File: config.mk
export PLATFORM = sky130hd
export DESIGN_NAME = key_sequence_decoder_flat
export DESIGN_NICKNAME = d
export VERILOG_FILES = /design/src/rtl/dec_key_pkg.sv /design/src/rtl/key_sequence_decoder_if.sv /design/src/rtl/dec_key_timer.sv /design/src/rtl/key_sequence_decoder.sv /design/src/flat_wrapper.sv
export SDC_FILE = /design/constraint.sdc
export NUM_CORES = 1
export LEC_CHECK = 0
export CAP_MARGIN = 0
export CORE_AREA = 3 3 47 49
export CTS_CLUSTER_SIZE = 16
export DETAILED_ROUTE_END_ITERATION = 10
export DIE_AREA = 0 0 50 52
export MAX_ROUTING_LAYER = met4
export PLACE_DENSITY = 0.74
export SYNTH_ARGS = -nofsm -noshare
export SYNTH_HDL_FRONTEND = slang
export SYNTH_SLANG_ARGS = --single-unit
File: constraint.sdc
create_clock -name Clk -period 2 [get_ports Clk]
set_input_delay 0.6 -clock Clk [delete_from_list [all_inputs] [get_ports Clk]]
set_output_delay 0.6 -clock Clk [all_outputs]
set_load 0.05 [all_outputs]
File: src/rtl/dec_key_pkg.sv
// Shared types and default parameters for the serial key-entry decoder.
package dec_key_pkg;

  typedef enum logic [2:0] {
    ST_IDLE,
    ST_ENTRY,
    ST_CHECK,
    ST_ACTIVE,
    ST_LOCKED
  } dec_state_e;

  localparam int unsigned            DEF_KEY_LEN        = 4;
  localparam logic [DEF_KEY_LEN-1:0] DEF_KEY_VALUE      = 4'b1010;
  localparam int unsigned            DEF_MAX_TRIES      = 3;
  localparam int unsigned            DEF_LOCK_CYCLES    = 16;
  localparam int unsigned            DEF_TIMEOUT_CYCLES = 64;
  localparam int unsigned            DEF_FAIL_W         = $clog2(DEF_MAX_TRIES + 1);

endpackage

File: src/rtl/key_sequence_decoder_if.sv
// Command-in / status-out bundle between the command front-end and the key decoder.
interface key_sequence_decoder_if #(
  parameter int unsigned FAIL_W = dec_key_pkg::DEF_FAIL_W
);
  logic              InputKey;
  logic              ValidCmd;
  logic              Active;
  logic              Mode;
  logic              Error;
  logic              Locked;
  logic [FAIL_W-1:0] FailCnt;

  modport master (
    output InputKey, ValidCmd,
    input  Active, Mode, Error, Locked, FailCnt
  );

  modport slave (
    input  InputKey, ValidCmd,
    output Active, Mode, Error, Locked, FailCnt
  );
endinterface

File: src/rtl/dec_key_timer.sv
// Loadable down-counter; done_c is high while the count sits at zero.
module dec_key_timer #(
  parameter int unsigned W = 4
) (
  input  logic         clk,
  input  logic         rst_n,
  input  logic         load,
  input  logic         en,
  input  logic [W-1:0] load_val,
  output logic         done_c
);
  logic [W-1:0] cnt_q, cnt_d;

  always_comb begin
    cnt_d = cnt_q;
    if (load) begin
      cnt_d = load_val;
    end else if (en && (cnt_q != '0)) begin
      cnt_d = cnt_q - W'(1);
    end
  end

  always_ff @(posedge clk or negedge rst_n) begin
    if (!rst_n) cnt_q <= '0;
    else        cnt_q <= cnt_d;
  end

  assign done_c = (cnt_q == '0);
endmodule

File: src/rtl/key_sequence_decoder.sv
// Serial key-entry decoder with failed-attempt lockout and a post-unlock Mode bit.
// Optional inactivity timeout in ENTRY/ACTIVE is built when DEC_KEY_TIMEOUT_EN is defined.
module key_sequence_decoder
  import dec_key_pkg::*;
#(
  parameter int unsigned        KEY_LEN        = DEF_KEY_LEN,
  parameter logic [KEY_LEN-1:0] KEY_VALUE      = KEY_LEN'(DEF_KEY_VALUE),
  parameter int unsigned        MAX_TRIES      = DEF_MAX_TRIES,
  parameter int unsigned        LOCK_CYCLES    = DEF_LOCK_CYCLES,
  parameter int unsigned        TIMEOUT_CYCLES = DEF_TIMEOUT_CYCLES
) (
  input logic                   Clk,
  input logic                   Reset,
  key_sequence_decoder_if.slave bus
);
  localparam int unsigned IDX_W  = $clog2(KEY_LEN + 1);
  localparam int unsigned FAIL_W = $clog2(MAX_TRIES + 1);
  localparam int unsigned LOCK_W = $clog2(LOCK_CYCLES + 1);

  if (KEY_LEN < 1 || MAX_TRIES < 1 || LOCK_CYCLES < 1 || TIMEOUT_CYCLES < 1) begin : g_bad_param
    $error("key_sequence_decoder: all size parameters must be >= 1");
  end

  dec_state_e        state_q, state_d;
  logic [IDX_W-1:0]  idx_q, idx_d;
  logic              mis_q, mis_d;
  logic [FAIL_W-1:0] fail_q, fail_d, fail_inc;
  logic              active_q, active_d;
  logic              mode_q, mode_d;
  logic              error_q, error_d;
  logic              locked_q, locked_d;
  logic [KEY_LEN-1:0] key_shift;
  logic              bit_bad;
  logic              lock_done_c;

  // Expected bit for the current index is always the MSB of the shifted key.
  assign key_shift = KEY_VALUE << idx_q;
  assign bit_bad   = bus.InputKey ^ key_shift[KEY_LEN-1];
  assign fail_inc  = (fail_q == FAIL_W'(MAX_TRIES)) ? fail_q : fail_q + FAIL_W'(1);

  dec_key_timer #(.W(LOCK_W)) u_lock_timer (
    .clk     (Clk),
    .rst_n   (Reset),
    .load    (state_q == ST_CHECK),
    .en      (state_q == ST_LOCKED),
    .load_val(LOCK_W'(LOCK_CYCLES - 1)),
    .done_c  (lock_done_c)
  );

`ifdef DEC_KEY_TIMEOUT_EN
  localparam int unsigned TO_W = $clog2(TIMEOUT_CYCLES + 1);
  logic to_load, to_done_c;

  // Inactivity count restarts on every strobe and whenever no wait state is active.
  assign to_load = bus.ValidCmd || !(state_q inside {ST_ENTRY, ST_ACTIVE});

  dec_key_timer #(.W(TO_W)) u_to_timer (
    .clk     (Clk),
    .rst_n   (Reset),
    .load    (to_load),
    .en      (1'b1),
    .load_val(TO_W'(TIMEOUT_CYCLES - 1)),
    .done_c  (to_done_c)
  );
`endif

  always_comb begin
    state_d = state_q;
    idx_d   = idx_q;
    mis_d   = mis_q;
    fail_d  = fail_q;
    mode_d  = 1'b0;
    error_d = 1'b0;
    unique case (state_q)
      ST_IDLE: begin
        if (bus.ValidCmd) begin
          mis_d = bit_bad;
          if (KEY_LEN == 1) begin
            state_d = ST_CHECK;
            idx_d   = '0;
          end else begin
            state_d = ST_ENTRY;
            idx_d   = IDX_W'(1);
          end
        end
      end
      ST_ENTRY: begin
        if (bus.ValidCmd) begin
          mis_d = mis_q | bit_bad;
          if (idx_q == IDX_W'(KEY_LEN - 1)) begin
            state_d = ST_CHECK;
            idx_d   = '0;
          end else begin
            idx_d = idx_q + IDX_W'(1);
          end
        end
`ifdef DEC_KEY_TIMEOUT_EN
        else if (to_done_c) begin
          state_d = ST_CHECK;
          mis_d   = 1'b1;
          idx_d   = '0;
        end
`endif
      end
      ST_CHECK: begin
        mis_d = 1'b0;
        if (mis_q) begin
          error_d = 1'b1;
          fail_d  = fail_inc;
          state_d = (fail_inc == FAIL_W'(MAX_TRIES)) ? ST_LOCKED : ST_IDLE;
        end else begin
          fail_d  = '0;
          state_d = ST_ACTIVE;
        end
      end
      ST_ACTIVE: begin
        mode_d = bus.ValidCmd ? bus.InputKey : mode_q;
`ifdef DEC_KEY_TIMEOUT_EN
        if (!bus.ValidCmd && to_done_c) begin
          state_d = ST_IDLE;
          mode_d  = 1'b0;
        end
`endif
      end
      ST_LOCKED: begin
        if (lock_done_c) begin
          state_d = ST_IDLE;
          fail_d  = '0;
        end
      end
      default: state_d = ST_IDLE;
    endcase
    active_d = (state_d == ST_ACTIVE);
    locked_d = (state_d == ST_LOCKED);
  end

  always_ff @(posedge Clk or negedge Reset) begin
    if (!Reset) begin
      state_q  <= ST_IDLE;
      idx_q    <= '0;
      mis_q    <= 1'b0;
      fail_q   <= '0;
      active_q <= 1'b0;
      mode_q   <= 1'b0;
      error_q  <= 1'b0;
      locked_q <= 1'b0;
    end else begin
      state_q  <= state_d;
      idx_q    <= idx_d;
      mis_q    <= mis_d;
      fail_q   <= fail_d;
      active_q <= active_d;
      mode_q   <= mode_d;
      error_q  <= error_d;
      locked_q <= locked_d;
    end
  end

  assign bus.Active  = active_q;
  assign bus.Mode    = mode_q;
  assign bus.Error   = error_q;
  assign bus.Locked  = locked_q;
  assign bus.FailCnt = fail_q;
endmodule

File: src/flat_wrapper.sv
// flat-port wrapper written by rule: the top's interface ports become plain ports
module key_sequence_decoder_flat import dec_key_pkg::*;
#(
  parameter int unsigned        KEY_LEN        = DEF_KEY_LEN,
  parameter logic [KEY_LEN-1:0] KEY_VALUE      = KEY_LEN'(DEF_KEY_VALUE),
  parameter int unsigned        MAX_TRIES      = DEF_MAX_TRIES,
  parameter int unsigned        LOCK_CYCLES    = DEF_LOCK_CYCLES,
  parameter int unsigned        TIMEOUT_CYCLES = DEF_TIMEOUT_CYCLES
)
  (Clk, Reset, bus_InputKey, bus_ValidCmd, bus_Active, bus_Mode, bus_Error, bus_Locked, bus_FailCnt);
  key_sequence_decoder_if #(.FAIL_W((2))) bus_i ();
  input logic Clk;
  input logic Reset;
  input wire logic [$bits(bus_i.InputKey)-1:0] bus_InputKey;
  input wire logic [$bits(bus_i.ValidCmd)-1:0] bus_ValidCmd;
  output wire logic [$bits(bus_i.Active)-1:0] bus_Active;
  output wire logic [$bits(bus_i.Mode)-1:0] bus_Mode;
  output wire logic [$bits(bus_i.Error)-1:0] bus_Error;
  output wire logic [$bits(bus_i.Locked)-1:0] bus_Locked;
  output wire logic [$bits(bus_i.FailCnt)-1:0] bus_FailCnt;
  assign bus_i.InputKey = bus_InputKey;
  assign bus_i.ValidCmd = bus_ValidCmd;
  assign bus_Active = bus_i.Active;
  assign bus_Mode = bus_i.Mode;
  assign bus_Error = bus_i.Error;
  assign bus_Locked = bus_i.Locked;
  assign bus_FailCnt = bus_i.FailCnt;
  key_sequence_decoder #(.KEY_LEN(KEY_LEN), .KEY_VALUE(KEY_VALUE), .MAX_TRIES(MAX_TRIES), .LOCK_CYCLES(LOCK_CYCLES), .TIMEOUT_CYCLES(TIMEOUT_CYCLES)) u_core (.Clk(Clk), .Reset(Reset), .bus(bus_i));
endmodule
Word level (Yosys, flattened, before mapping)
Cells that the tools add are included.
{ "word_totals": {"output_inout_bits": 6, "register_bits": 18} }
{ "op_classes": {"mux": 24, "add_sub_neg": 3, "n_shift": 1, "n_bitwise": 2, "n_eq_ne": 13, "reduce_logical": 11} }
{ "op_table": {"columns": ["operator", "n"], "rows": [
  ["3-bit 2-to-1 mux", 9],
  ["3-bit case mux with 5 select lines", 1],
  ["3-bit by 2-bit equality test with 1-bit output (second input constant)", 4],
  ["5-bit 2-to-1 mux", 2],
  ["3-bit equality test (second input constant)", 2],
  ["1-bit 2-to-1 mux", 6],
  ["2-bit 2-to-1 mux", 3],
  ["2-bit != test (second input constant)", 3],
  ["3-bit case mux with 2 select lines", 1],
  ["3-bit AND reduction", 2],
  ["2-bit nonzero test", 3],
  ["5-bit zero test", 1],
  ["5-bit nonzero test", 1],
  ["5-bit by 1-bit subtractor with 5-bit output (second input constant)", 1],
  ["2-bit equality test (second input constant)", 2],
  ["2-bit case mux with 2 select lines", 1],
  ["4-bit by 3-bit << shifter with 4-bit output (first input constant)", 1],
  ["3-bit by 1-bit adder with 3-bit output (second input constant)", 1],
  ["3-bit by 1-bit equality test with 1-bit output (second input constant)", 1],
  ["3-bit zero test", 1],
  ["1-bit case mux with 3 select lines", 1],
  ["3-bit nonzero test", 1],
  ["2-bit by 1-bit adder with 2-bit output (second input constant)", 1],
  ["2-bit by 1-bit != test with 1-bit output (second input constant)", 1],
  ["4 further kinds", 4]
]} }

Longest topological paths before layout
{ "logic_depth": {"word_depth": 7, "mapped_depth": 6} }

Cells and area by module
From an unflattened synthesis, not the netlist that was laid out.
{ "unflattened": {"hier_cells": 99, "hier_area_um2": 983.4} }
{ "modules_own_cells": {"columns": ["mod", "area_each_um2", "cells_per_inst", "seq_area_each_um2", "instances"], "rows": [
  ["key_sequence_decoder", 679.4, 67, 325.3, 1],
  ["dec_key_timer", 304.0, 32, 125.1, 1]
]} }

Worst setup path after synthesis
OpenSTA, ideal clock, no wires.
{ "synth_path": {"kind": "register to register", "startpoint": "register u_core.u_lock_timer.cnt_q[0]", "endpoint": "register u_core.u_lock_timer.cnt_q[2]", "path_stages_with_launch": 7, "setup_time_ns": 0.130, "n_path_buf": 1, "synth_period_minus_slack_ns": 1.607, "required_time_ns": 1.870, "arrival_ns": 1.477, "slack_ns": 0.393, "path_cell_list": "dfrtp_1 > inv_1 > ha_1 > or4b_4 > buf_6 > a311oi_1 > a31oi_1"} }
{ "synth_between": {"elab_chain_len": 3, "word_cells_on_any_way": 6} }
{ "synth_rtl": {"columns": ["element", "line_no", "rtl"], "rows": [
  ["start, declared", "dec_key_timer.sv:12", "logic [W-1:0] cnt_q, cnt_d;"],
  ["start signal, assigned", "dec_key_timer.sv:25", "else cnt_q <= cnt_d;"],
  ["5-bit by 1-bit subtractor with 5-bit output / 5-bit nonzero test (equally long branches)", "dec_key_timer.sv:19, dec_key_timer.sv:18", null],
  ["5-bit 2-to-1 mux / 1-bit logical AND (equally long branches)", "dec_key_timer.sv:18", "end else if (en && (cnt_q != '0)) begin"],
  ["5-bit 2-to-1 mux / 2-bit nonzero test (equally long branches)", null, null]
]} }
Several ways; a longest one is shown, not always the timed one. The select of a mux whose other input is x is not followed.
A chain may end at the register's enable or synchronous reset.

Worst setup path after layout
Ends and elaborated chain as after synthesis.

==> run summary <==
status - finished, final reports clean
initial core utilization - 52.24%
clk slew on worst S/H paths - 100 ps
Cell Chain, Critical Path - inv_1, ha_1, or4b_4, a311oi_1, a31oi_1
final setup fails - 0
detailed-route via count - 735
Setup Fix Bufs, Post-CTS - 0
Synth cell types - 37
xor/xnor share of the synthesized area - 0.8816%
Netlist Area Pre-Place - 993.5 sq um
number of synthesized register bits - 18
Synth Area in Compound Gates - 18.01%
gpl congestion - 0.7659
grt ovf - 0
hold buffers post-CTS - 0
f_max - 602.8 MHz
Hold Path Stages - 1
Pre-antenna DRT Iters - 4
Fin Setup TNS - 0 ps
First DRT Iteration DRCs - 4
fin crit share - 82.95%
Max IR drop VDD - 0.3925 mV
Skew-Pair Late Insertion Delay - 280 ps
Synth Area in Adders - 6.297%
GRT Total Usage - 16.83%
sequential share of the synthesized area - 45.34%
critical path endpoint category - register
vias in the first global route - 750
drt drc - 0
Setup crit start kind - register
Max Slew Vio Count - 0
worst hold endpoint - u_core.idx_q[2]
H-tree lvl count - 1
r2r setup slk - 340 ps
Worst slew margin - 59.91%
Max Cap Viol - 0
routed length per placed instance - 13.51 um
worst min path class - reg2reg
CTS tree - done
clock sink count - 18
die area - 0.002600 sq mm
post-route setup slack - 341.1 ps
Tightest Pin Transition - 600.0 ps
Final min period - 1659 ps
Worst EP arrival - 1820 ps
register area - 450.4 sq um
Antenna Cells - 0
Cells after Synth - 94
Final #Nets - 114
multi-input combinational cell area - 459.2 sq um
WS Path Type - reg2reg
Place WS - 63.39 ps
Area Overhead vs Synth - 9.698%
vias per std cell - 5.654
Die Height - 52 um
RSZ-0062 raised after global routing - false
max incr delay on CP - 530 ps
Detailed Place HPWL - 1318 um
Top Ports - 10
pwr dens - 574.2 mW/mm^2
Die Width - 50 um
final hold vios - 0
largest family of logic cells by synthesized area - compound AO/OA/AOI/OAI gates
overall power - 0.0006257 W
Synth Area in Simple Gates - 16.88%
final instance area - 0.001090 sq mm
CP max FO - 10
reg-to-reg startpoint - u_core.u_lock_timer.cnt_q[0]
FILL cells - 175
largest area contributor in the netlist - dfrtp_1
first-pass GRT wire length - 3222 um
main area contributors after synthesis - dfrtp_1, ha_1, mux2i_1
share of cells above drive strength 1 - 18.45%
clk_skew - 3.548 ps
post-synth top area share - 45.34%
initial antenna violation count - 0
CTS Root Cell - clkbuf_4
min-delay src - u_core.idx_q[2]
mux contribution to synthesized area - 4.156%
final core utilization - 57.30%
CTS resizes - 0
R2R depth - 5
Yosys warnings - 0
syn_area_per_cell - 10.57 sq um
Static Leak - 0.5131 nW
Placement Cell Area - 0.001067 sq mm
r2r endpoint - u_core.u_lock_timer.cnt_q[2]
Antenna Violating Nets Remaining - 0
Worst Path Required - 2160 ps
Core Area - 0.001902 sq mm
Synthesized Nets - 103
Clock Path Buffers - 2
PortBufs - 9
largest net degree at the start of global routing - 19
Slowest-stage cell, CP - or4b_4
total CTS buffers - 3
Routed WL - 1756 um
Rows - 16
[cells in the mapped netlist (all sizes together)]
library cell  number
dfrtp             18
o21ai             10
inv                7
a21oi              5
ha                 5
clkbuf             4
and3               3
mux2i              3
nor2               3
or3b               3
a22o               2
a31oi              2
buf                2
nand2              2
nand2b             2
nand3              2
nor2b              2
nor3b              2
o21a               2
o31ai              2
a211oi             1
a311oi             1
a31o               1
a41oi              1
and2               1
and3b              1
mux2               1
nand4              1
nor3               1
nor4b              1
o21bai             1
or4b               1
xor2               1
[final cells by class]
cell class              instances  share of cell area [%]
clock buffers                   3                   2.067
well taps                      27                   3.100
multi-input cells              63                   42.14
repair buffers                 12                   8.955
inverters                       7                   2.411
flip-flops and latches         18                   41.33
[placed cells by master (no fill, tap or decap), drive strengths merged]
| master | n |
|---|---|
| a21oi | 5 |
| o31ai | 2 |
| dfrtp | 18 |
| or4b | 1 |
| o21a | 2 |
| nor2b | 2 |
| ha | 5 |
| nand2b | 2 |
| a311oi | 1 |
| or3b | 3 |
| a211oi | 1 |
| a41oi | 1 |
| clkbuf | 3 |
| o21bai | 1 |
| nand2 | 2 |
| nor3 | 1 |
| o21ai | 10 |
| mux2 | 1 |
| buf | 9 |
| nand3 | 2 |
| nor3b | 2 |
| a31oi | 2 |
| and3b | 1 |
| nor4b | 1 |
| nor2 | 3 |
| and2 | 1 |
| a31o | 1 |
| inv | 7 |
| nand4 | 1 |
| xor2 | 1 |
| a22o | 2 |
| clkdlybuf4s50 | 3 |
| and3 | 3 |
| mux2i | 3 |
[flip-flops by register name, indices dropped and copies added (netlist names)]
name	count
u_core.bus.Active	1
u_core.bus.FailCnt	2
u_core.mis_q	1
u_core.bus.Locked	1
u_core.bus.Mode	1
u_core.u_lock_timer.cnt_q	5
u_core.idx_q	3
u_core.state_q	3
u_core.bus.Error	1
[how the worst max path moves through the flow]
stage	start	endpoint	slack, ps	cells past startpoint
after global placement	bus_ValidCmd	u_core.idx_q[0]	100	3
after global routing	u_core.u_lock_timer.cnt_q[0]	u_core.u_lock_timer.cnt_q[2]	140	5
after detailed placement	bus_ValidCmd	u_core.idx_q[0]	60	3
after CTS	u_core.u_lock_timer.cnt_q[0]	u_core.u_lock_timer.cnt_q[2]	330	5
final	u_core.u_lock_timer.cnt_q[0]	u_core.u_lock_timer.cnt_q[2]	340	5
after floorplan	u_core.u_lock_timer.cnt_q[0]	u_core.u_lock_timer.cnt_q[2]	390	6
[metrics by stage]
| step | hold slack [ps] | std cells |
|---|---|---|
| floorplan | 304.4 | 94 |
| finish | 545.5 | 130 |
| global route | 574.6 | 130 |
| global placement | 522.3 | 127 |
| detailed placement | 522.5 | 127 |
| CTS | 549.5 | 130 |
[routing by layer]
| layer | up-vias | track usage [%] | share of wire (%) |
|---|---|---|---|
| li1 | 356 | - | - |
| met2 | 11 | 27.83 | 49 |
| met5 | - | - | 0 |
| met3 | 2 | 2.865 | 2.8 |
| met1 | 366 | 19.85 | 47 |
| met4 | 0 | 8.295 | 1.4 |
[where the power goes]
| part | leakage, nW | internal [W] | switching [W] | total, W |
|---|---|---|---|---|
| Sequential | 0.209 | 0.000376 | 0.0000126 | 0.000388 |
| Combinational | 0.290 | 0.0000297 | 0.0000381 | 0.0000678 |
| Clock | 0.0138 | 0.0000697 | 0.000100 | 0.000170 |
| Total | 0.513 | 0.000475 | 0.000151 | 0.000626 |
[logic make-up after synthesis]
family                     count (synthesis)
AOI/OAI and AO/OA                         28
xor gates and xnor gates                   1
adders and majority gates                  5
buffers and inverters                     13
DFF                                       18
muxes                                      4
and+or+nand+nor                           25
[worst max-delay path, delay by kind of cell, from the launching register on]
family | cells | cell delay [ps]
DFF | 1 | 420
adders and majority gates | 1 | 160
and+or+nand+nor | 1 | 530
buffers and inverters | 1 | 90
AOI/OAI and AO/OA | 2 | 340
No activity file was read; power rests on OpenSTA's default activity.
